**src/rtl/gf256_inv_seq.sv**
```systemverilog
// gf256_inv_seq
// Iterative GF(2^8) multiplicative inverse in composite basis GF((2^4)^2).
// The field polynomial is x^2 + x + v with v = 4'hD, over GF(2^4) mod x^4 + x + 1.
// For a = {ah, al}:
//   d = v*ah^2 ^ ah*al ^ al^2,  dinv = inv(d),  ph = ah*dinv,  pl = (ah^al)*dinv
// A single GF(2^4) multiplier is time-shared across the three products.
// As a result the block uses 4 cycles from accept to result and has no operand overlap.
//
// Ports:
//   clk, rst_n          clock, asynchronous active-low reset
//   in_valid/in_ready   operand handshake (in_ready high only in IDLE)
//   in_data[7:0]        operand {ah, al}
//   out_valid/out_ready result handshake; the result holds while stalled
//   out_data[7:0]       inverse {ph, pl}; 0x00 maps to 0x00
//   busy                high whenever the FSM is not IDLE
//   ops_done[CNT_W-1:0] completed output handshakes, wraps silently
module gf256_inv_seq #(
    parameter int CNT_W = 16
) (
    input  logic             clk,
    input  logic             rst_n,
    input  logic             in_valid,
    output logic             in_ready,
    input  logic [7:0]       in_data,
    output logic             out_valid,
    input  logic             out_ready,
    output logic [7:0]       out_data,
    output logic             busy,
    output logic [CNT_W-1:0] ops_done
);

    typedef enum logic [2:0] {
        ST_IDLE = 3'd0,
        ST_D    = 3'd1,
        ST_INV  = 3'd2,
        ST_H    = 3'd3,
        ST_L    = 3'd4,
        ST_OUT  = 3'd5
    } state_t;

    // GF(2^4) product mod x^4 + x + 1 (shift-and-add)
    function automatic logic [3:0] gf16_mul(input logic [3:0] a, input logic [3:0] b);
        logic [3:0] acc;
        logic [3:0] sh;
        acc = 4'h0;
        sh  = a;
        for (int i = 0; i < 4; i++) begin
            if (b[i]) begin
                acc = acc ^ sh;
            end else begin
                acc = acc;
            end
            // multiply by x, folding x^4 back as x + 1
            sh = {sh[2:0], 1'b0} ^ (sh[3] ? 4'h3 : 4'h0);
        end
        return acc;
    endfunction

    // GF(2^4) square: linear in GF(2), so a fixed XOR network suffices
    function automatic logic [3:0] gf16_sq(input logic [3:0] a);
        return {a[3], a[3] ^ a[1], a[2], a[2] ^ a[0]};
    endfunction

    // v * a^2 with constant v = 4'hD
    function automatic logic [3:0] gf16_sqmulv(input logic [3:0] a);
        return gf16_mul(gf16_sq(a), 4'hD);
    endfunction

    // GF(2^4) inverse as a lookup; zero maps to zero
    function automatic logic [3:0] gf16_inv(input logic [3:0] a);
        logic [3:0] r;
        case (a)
            4'h0:    r = 4'h0;
            4'h1:    r = 4'h1;
            4'h2:    r = 4'h9;
            4'h3:    r = 4'hE;
            4'h4:    r = 4'hD;
            4'h5:    r = 4'hB;
            4'h6:    r = 4'h7;
            4'h7:    r = 4'h6;
            4'h8:    r = 4'hF;
            4'h9:    r = 4'h2;
            4'hA:    r = 4'hC;
            4'hB:    r = 4'h5;
            4'hC:    r = 4'hA;
            4'hD:    r = 4'h4;
            4'hE:    r = 4'h3;
            4'hF:    r = 4'h8;
            default: r = 4'h0;
        endcase
        return r;
    endfunction

    state_t           state_q, state_d;
    logic [3:0]       ah_q, ah_d;
    logic [3:0]       al_q, al_d;
    logic [3:0]       d_q, d_d;
    logic [3:0]       dinv_q, dinv_d;
    logic [3:0]       ph_q, ph_d;
    logic [3:0]       pl_q, pl_d;
    logic [CNT_W-1:0] cnt_q, cnt_d;

    logic [3:0]       mul_a_s;
    logic [3:0]       mul_b_s;
    logic [3:0]       prod_s;

    logic             in_ready_s;
    logic             out_valid_s;
    logic             busy_s;
    logic [7:0]       out_data_s;

    // State and datapath registers
    always_ff @(posedge clk or negedge rst_n) begin
        if (!rst_n) begin
            state_q <= ST_IDLE;
            ah_q    <= 4'h0;
            al_q    <= 4'h0;
            d_q     <= 4'h0;
            dinv_q  <= 4'h0;
            ph_q    <= 4'h0;
            pl_q    <= 4'h0;
            cnt_q   <= {CNT_W{1'b0}};
        end else begin
            state_q <= state_d;
            ah_q    <= ah_d;
            al_q    <= al_d;
            d_q     <= d_d;
            dinv_q  <= dinv_d;
            ph_q    <= ph_d;
            pl_q    <= pl_d;
            cnt_q   <= cnt_d;
        end
    end

    // Next-state logic
    always_comb begin
        state_d = state_q;
        case (state_q)
            ST_IDLE: begin
                if (in_valid) begin
                    state_d = ST_D;
                end else begin
                    state_d = ST_IDLE;
                end
            end
            ST_D:   state_d = ST_INV;
            ST_INV: state_d = ST_H;
            ST_H:   state_d = ST_L;
            ST_L:   state_d = ST_OUT;
            ST_OUT: begin
                if (out_ready) begin
                    state_d = ST_IDLE;
                end else begin
                    state_d = ST_OUT;
                end
            end
            default: state_d = ST_IDLE;
        endcase
    end

    // Shared multiplier operand select, driven only by the current state
    always_comb begin
        mul_a_s = 4'h0;
        mul_b_s = 4'h0;
        case (state_q)
            ST_D: begin
                mul_a_s = ah_q;
                mul_b_s = al_q;
            end
            ST_H: begin
                mul_a_s = ah_q;
                mul_b_s = dinv_q;
            end
            ST_L: begin
                mul_a_s = ah_q ^ al_q;
                mul_b_s = dinv_q;
            end
            default: begin
                mul_a_s = 4'h0;
                mul_b_s = 4'h0;
            end
        endcase
    end

    assign prod_s = gf16_mul(mul_a_s, mul_b_s);

    // Datapath register updates, one per sequencing step
    always_comb begin
        ah_d   = ah_q;
        al_d   = al_q;
        d_d    = d_q;
        dinv_d = dinv_q;
        ph_d   = ph_q;
        pl_d   = pl_q;
        cnt_d  = cnt_q;
        case (state_q)
            ST_IDLE: begin
                if (in_valid) begin
                    ah_d = in_data[7:4];
                    al_d = in_data[3:0];
                end else begin
                    ah_d = ah_q;
                    al_d = al_q;
                end
            end
            ST_D:   d_d    = gf16_sqmulv(ah_q) ^ prod_s ^ gf16_sq(al_q);
            ST_INV: dinv_d = gf16_inv(d_q);
            ST_H:   ph_d   = prod_s;
            ST_L:   pl_d   = prod_s;
            ST_OUT: begin
                if (out_ready) begin
                    cnt_d = cnt_q + {{(CNT_W-1){1'b0}}, 1'b1};
                end else begin
                    cnt_d = cnt_q;
                end
            end
            default: begin
                cnt_d = cnt_q;
            end
        endcase
    end

    // Output decode from the state register
    always_comb begin
        in_ready_s  = 1'b0;
        out_valid_s = 1'b0;
        busy_s      = 1'b1;
        out_data_s  = 8'h00;
        case (state_q)
            ST_IDLE: begin
                in_ready_s = 1'b1;
                busy_s     = 1'b0;
            end
            ST_OUT: begin
                out_valid_s = 1'b1;
                out_data_s  = {ph_q, pl_q};
            end
            default: begin
                in_ready_s  = 1'b0;
                out_valid_s = 1'b0;
                busy_s      = 1'b1;
                out_data_s  = 8'h00;
            end
        endcase
    end

    assign in_ready  = in_ready_s;
    assign out_valid = out_valid_s;
    assign busy      = busy_s;
    assign out_data  = out_data_s;
    assign ops_done  = cnt_q;

endmodule

```
**config.mk**
```make
export PLATFORM = sky130hd
export DESIGN_NAME = gf256_inv_seq
export DESIGN_NICKNAME = d
export VERILOG_FILES = /design/src/rtl/gf256_inv_seq.sv
export SDC_FILE = /design/constraint.sdc
export NUM_CORES = 1
export LEC_CHECK = 0
export CORE_ASPECT_RATIO = 1.25
export CORE_MARGIN = 8
export CORE_UTILIZATION = 58
export DETAILED_ROUTE_END_ITERATION = 10
export GPL_ROUTABILITY_DRIVEN = 0
export GPL_TIMING_DRIVEN = 0
export MAX_ROUTING_LAYER = met4
export PLACE_DENSITY_LB_ADDON = 0.1
export SETUP_SLACK_MARGIN = 0.05
export SLEW_MARGIN = 20
export SYNTH_ARGS = -nofsm -noshare
export SYNTH_HDL_FRONTEND = slang
export SYNTH_SLANG_ARGS = --single-unit
```
**constraint.sdc**
```tcl
create_clock -name clk -period 3.8 [get_ports clk]
set_clock_uncertainty 0.2 [all_clocks]
set_input_delay 0.76 -clock clk [delete_from_list [all_inputs] [get_ports clk]]
set_output_delay 0.76 -clock clk [all_outputs]
set_load 0.01 [all_outputs]
```
[Word-level counts from Yosys, hierarchy flattened]
Memories as Yosys holds them, arrays and structs flattened. A register that Yosys moved wholly into a read port is not among the register bits.
Index checks and enable logic that the tools add are counted.
Widths: inputs -> output; s select.
Word-level totals
  memories kept: 1
  bits of input ports: 12
  memory bits (read-only): 64
  word-level logic and storage cells: 60
  register bits: 39
Memory list
  (name not given): words 16, width 4, read ports 1, clocked after Yosys merged registers in 1, wr ports 0, RTL line 72  | case (a)
Operators by class
  muxes and demuxes: 22
  reductions and logical operators: 6
  $add $sub $neg: 1
  eq/ne operators: 5
  bitwise operators: 18
Operators with widths (number)
  $xor 4x4->4: 8
  $mux 4: 7
  $xor 4x2->4: 6
  $pmux 3 s6: 1
  $add 16x1->16 const B: 1
  $pmux 4 s2: 2
  $mux 2: 6
  $mux 8: 1
  $eq 3x2->1 const B: 2
  $eq 3x3->1 const B: 2
  $mux 1: 4
  $reduce_and 2->1: 2
  $reduce_or 2->1: 2
  $xor 1x1->1: 4
  $eq 3x1->1 const B: 1
  $logic_not 3->1: 1
  $mux 3: 1
  $logic_not 1->1: 1

[Depth between registers and ports, before layout]
  depth in word-level cells: 13
  depth in mapped cells: 9
  mapped depth without buffers: 7

[Worst setup path before layout]
OpenSTA, ideal clock, no wires.
  path type: register -> register
  start: register state_q[0]
  end: register d_q[3]
  slack: 1.390 ns
  data arrival time: 2.071 ns
  clock period less this slack: 2.410 ns
  setup time: 0.139 ns
  cell stages (with the launch flop): 10
  cells stage by stage: dfrtp_1 > buf_4 > nor3b_4 > buf_6 > o2bb2ai_2 > nand2_1 > xnor3_1 > xnor2_1 > xnor2_1 > a21oi_1
On the way
  cells in the longest elaborated chain, start to end: 12
  elaborated cells on any way between the ends: 20
  those cells by class: eq/ne (3); mux (7); bitwise (8); reduce/logical (2)
Ends and longest elaborated chain
  start: declaration: RTL line 94  | state_t state_q, state_d;
  start signal: assignment: RTL line 124  | state_q <= state_d;
  $eq 3x1->1, or another cell as far along: RTL line 165, 196
  $reduce_or 2->1 (no line)
  $pmux 4 s2: RTL line 165  | case (state_q)
  $mux 4 or $xor 4x2->4 (tied branches): RTL line 48, 54
  $xor 4x4->4: RTL line 49  | acc = acc ^ sh;
  $mux 4: RTL line 48  | if (b[i]) begin
  $xor 4x4->4: RTL line 49
  $mux 4: RTL line 48
  $xor 4x4->4: RTL line 49
  $mux 4: RTL line 48
  $xor 4x4->4 (2 in a row): RTL line 206  | ST_D: d_d = gf16_sqmulv(ah_q) ^ prod_s ^ gf16_sq(al_q);
  end signal: assignment: RTL line 118  | d_q <= 4'h0;
  end signal: assignment: RTL line 127  | d_q <= d_d;
  end: declaration: RTL line 97  | logic [3:0] d_q, d_d;
Parallel ways exist; a longest one is shown, timed or not.
A chain may end at the register's enable or synchronous reset.

[Worst setup path in the final report]
  start: register state_q[1]
  end: output port out_data[7]
On the way
  cells in the longest elaborated chain, start to end: 2
Ends and longest elaborated chain
  $eq 3x3->1: RTL line 229  | case (state_q)
  $mux 8: RTL line 229
  end: declaration: RTL line 27  | output logic [7:0] out_data,
No other way between the ends.

==> flow_summary.ini <==
[status]
status = completed

[timing]
period_needed_ns = 3.25
tightest_slew_ns = 0.477
maxSlewHeadroom = 0.680
setup_tns_ns = 0
fmax_ghz = 0.308
setup_viol = 0
finalCritPeriodShare = 0.855
slew_violations = 0
grt_setup_unrepaired = no
finalHoldViolations = 0

[clocking]
numCtsBuffers = 5
holdBufCountCts = 0
ctsResizeCount = 0
insertion_delay_ns = 0.29
clk_pin_slew_ns = 0.08
post-cts-setup-buffers = 0
clock_path_buffers = 2
cts_tree = built
clkSinkCount = 43
clock-root-buffer = clkbuf_8
htreeDepth = 2

[floorplanning]
die_w_um = 75.9
coreArea_um2 = 4360
die_y_um = 90.9
die-area_um2 = 6900
row_count = 27
start_util = 0.597
io-pin-count = 39

[power]
power_density_nw_per_um2 = 806
leakage_nw = 1.38
ir_drop_uv = 422
finalPower_mw = 2.57

[critical_path]
cp_data_required_time_ns = 2.84
rr_worst_depth = 9
timing.rr.end = d_q[3]
cp_max_fo = 10
cp-startpoint = state_q[1]
regToRegSetupSlack_ns = 1.04
path_class = reg2out
cp-end-kind = primary output
critPathArrivalTime_ns = 2.29
cp-start-kind = flip-flop
reg2reg_from = state_q[0]

[min_path]
holdCritPathClass = in2async

[cells_and_area]
syn2layout_area_growth_pct = 22.5
drive_above_1_share = 0.117
multi_input_area_um2 = 1440
nFillCells = 315
seqCellArea_um2 = 1080
finish.net_count = 317
antenna_cells = 0

[synth]
synth-simple-area-share = 0.162
synth-main-ff-cell = dfrtp_1
synth_top_area_share = 0.414
yosys-top-cells-count = dfrtp_1, xnor2_1, nand2_1
ys_ff_latch = 43
yosysSeqAreaShare = 0.414
synth_top_family_by_area = simple AND/OR/NAND/NOR gates
yosysMostFrequentCell = dfrtp_1
yosys.cell_types.count = 44
synth-async-reset-ratio = 1.00
synth_fa_ha_area_frac = 0.0385
syn_area_um2 = 2600
synth_xor_area_frac = 0.154
synth.avg_cell_area_um2 = 10.4
synth_area_leaders = dfrtp_1, xnor2_1, mux2_2
yosysTopAreaCell = dfrtp_1
synth_mux_area_frac = 0.0798
ys_warn_count = 0
syn_inst = 251
syn_nets = 271
synth_compound_area_frac = 0.118
synth-edff-count = 0

[routing]
drtPass1Iterations = 5
drc = 0
vias_per_cell = 5.45
ant_nets = 0
drt_iter0_drc = 73
wl_per_cell_um = 14.9
drt-total-wl_um = 5310
via_count = 1941

[global_route]
grt_pass1_wl_um = 9000
grt_pass1_vias = 1980
antenna_found_initial = 0
track_usage = 0.163
overflow = 0
grt_max_degree = 34

[placed_design]
port_buffers = 38
dp_hpwl_um = 4100

[flow_run]
maxCapViolCount = 0
area by class of cell:
cell class	instances	share of cell area
tap	58	0.0228
clock inverter	2	0.0110
timing repair buffer	39	0.124
clock buffer	6	0.0259
inverter	6	0.00707
sequential	43	0.338
buffer	12	0.0208
multi-input combinational	190	0.451
where the power goes:
part           internal (mW)  leakage, nW  switching, mW  total (mW)
sequential             0.613        0.542          0.178       0.790
clock                  0.213       0.0612          0.152       0.365
combinational          0.716        0.779          0.698        1.41
total                   1.54         1.38           1.03        2.57
per-layer routing:
metal | wire, um | vias to the layer above | global-route usage | share of wire
li1 | - | 952 | - | -
met1 | 2260 | 949 | 0.170 | 0.43
met2 | 2820 | 36 | 0.286 | 0.53
met3 | 174 | 4 | 0.0329 | 0.033
met4 | 55 | 0 | 0.0754 | 0.010
met5 | 0 | - | - | 0
cell usage in the layout (no fill, tap or decap), drive strengths merged, types with 3 or more instances in the layout:
master	instances
nor3	4
nand4	5
mux2	12
buf	8
o22ai	3
a21oi	12
nor2	20
ha	8
a22o	4
xnor2	28
mux2i	5
inv	6
xor2	10
a32oi	3
dfrtp	43
nand2	23
clkdlybuf4s50	37
or2b	4
and2	11
clkbuf	12
o21ai	11
nand3	5
metrics by stage:
step,hold WS (ns),instances,instance area (um^2),util,setup slack [ns]
4_1_cts,0.139,356,3190,0.731,0.539
2_1_floorplan,0.242,251,2600,-,1.39
3_3_place_gp,0.252,347,3050,0.701,0.616
6_report,0.141,356,3190,0.731,0.552
5_1_grt,0.147,356,3190,0.731,0.375
3_5_place_dp,0.265,348,3070,0.704,0.632
worst max-delay path, stage by stage (launching register included):
cell and delay (ns):
dfrtp_1 0.36, buf_2 0.18, clkbuf_1 0.23, and3b_1 0.25
clkbuf_1 0.27, and2_1 0.18, clkdlybuf4s50_1 0.53
cell families (layout without fill, tap and decap cells):
group,after synthesis,in the layout
DFF,43,43
muxes,18,18
and+or+nand+nor,82,82
adders and majority gates,8,8
xor gates and xnor gates,41,41
AOI/OAI and AO/OA,41,41
buffers and inverters,18,65
worst max path at each step:
stage                         endpoint  slack, ns  cells after the start
after floorplan                 d_q[3]       1.39                      9
after global placement    ops_done[15]       0.62                      1
after detailed placement  ops_done[15]       0.63                      8
after CTS                  out_data[1]       0.54                      6
after global routing       out_data[6]       0.37                      6
final                      out_data[7]       0.55                      6
state kept, by name, indices dropped and copies added (netlist names):
| signal | count |
|---|---|
| ph_q | 4 |
| ops_done | 16 |
| d_q | 4 |
| al_q | 4 |
| ah_q | 4 |
| pl_q | 4 |
| state_q | 3 |
| dinv_q | 4 |
(Power assumes the default switching activity.)
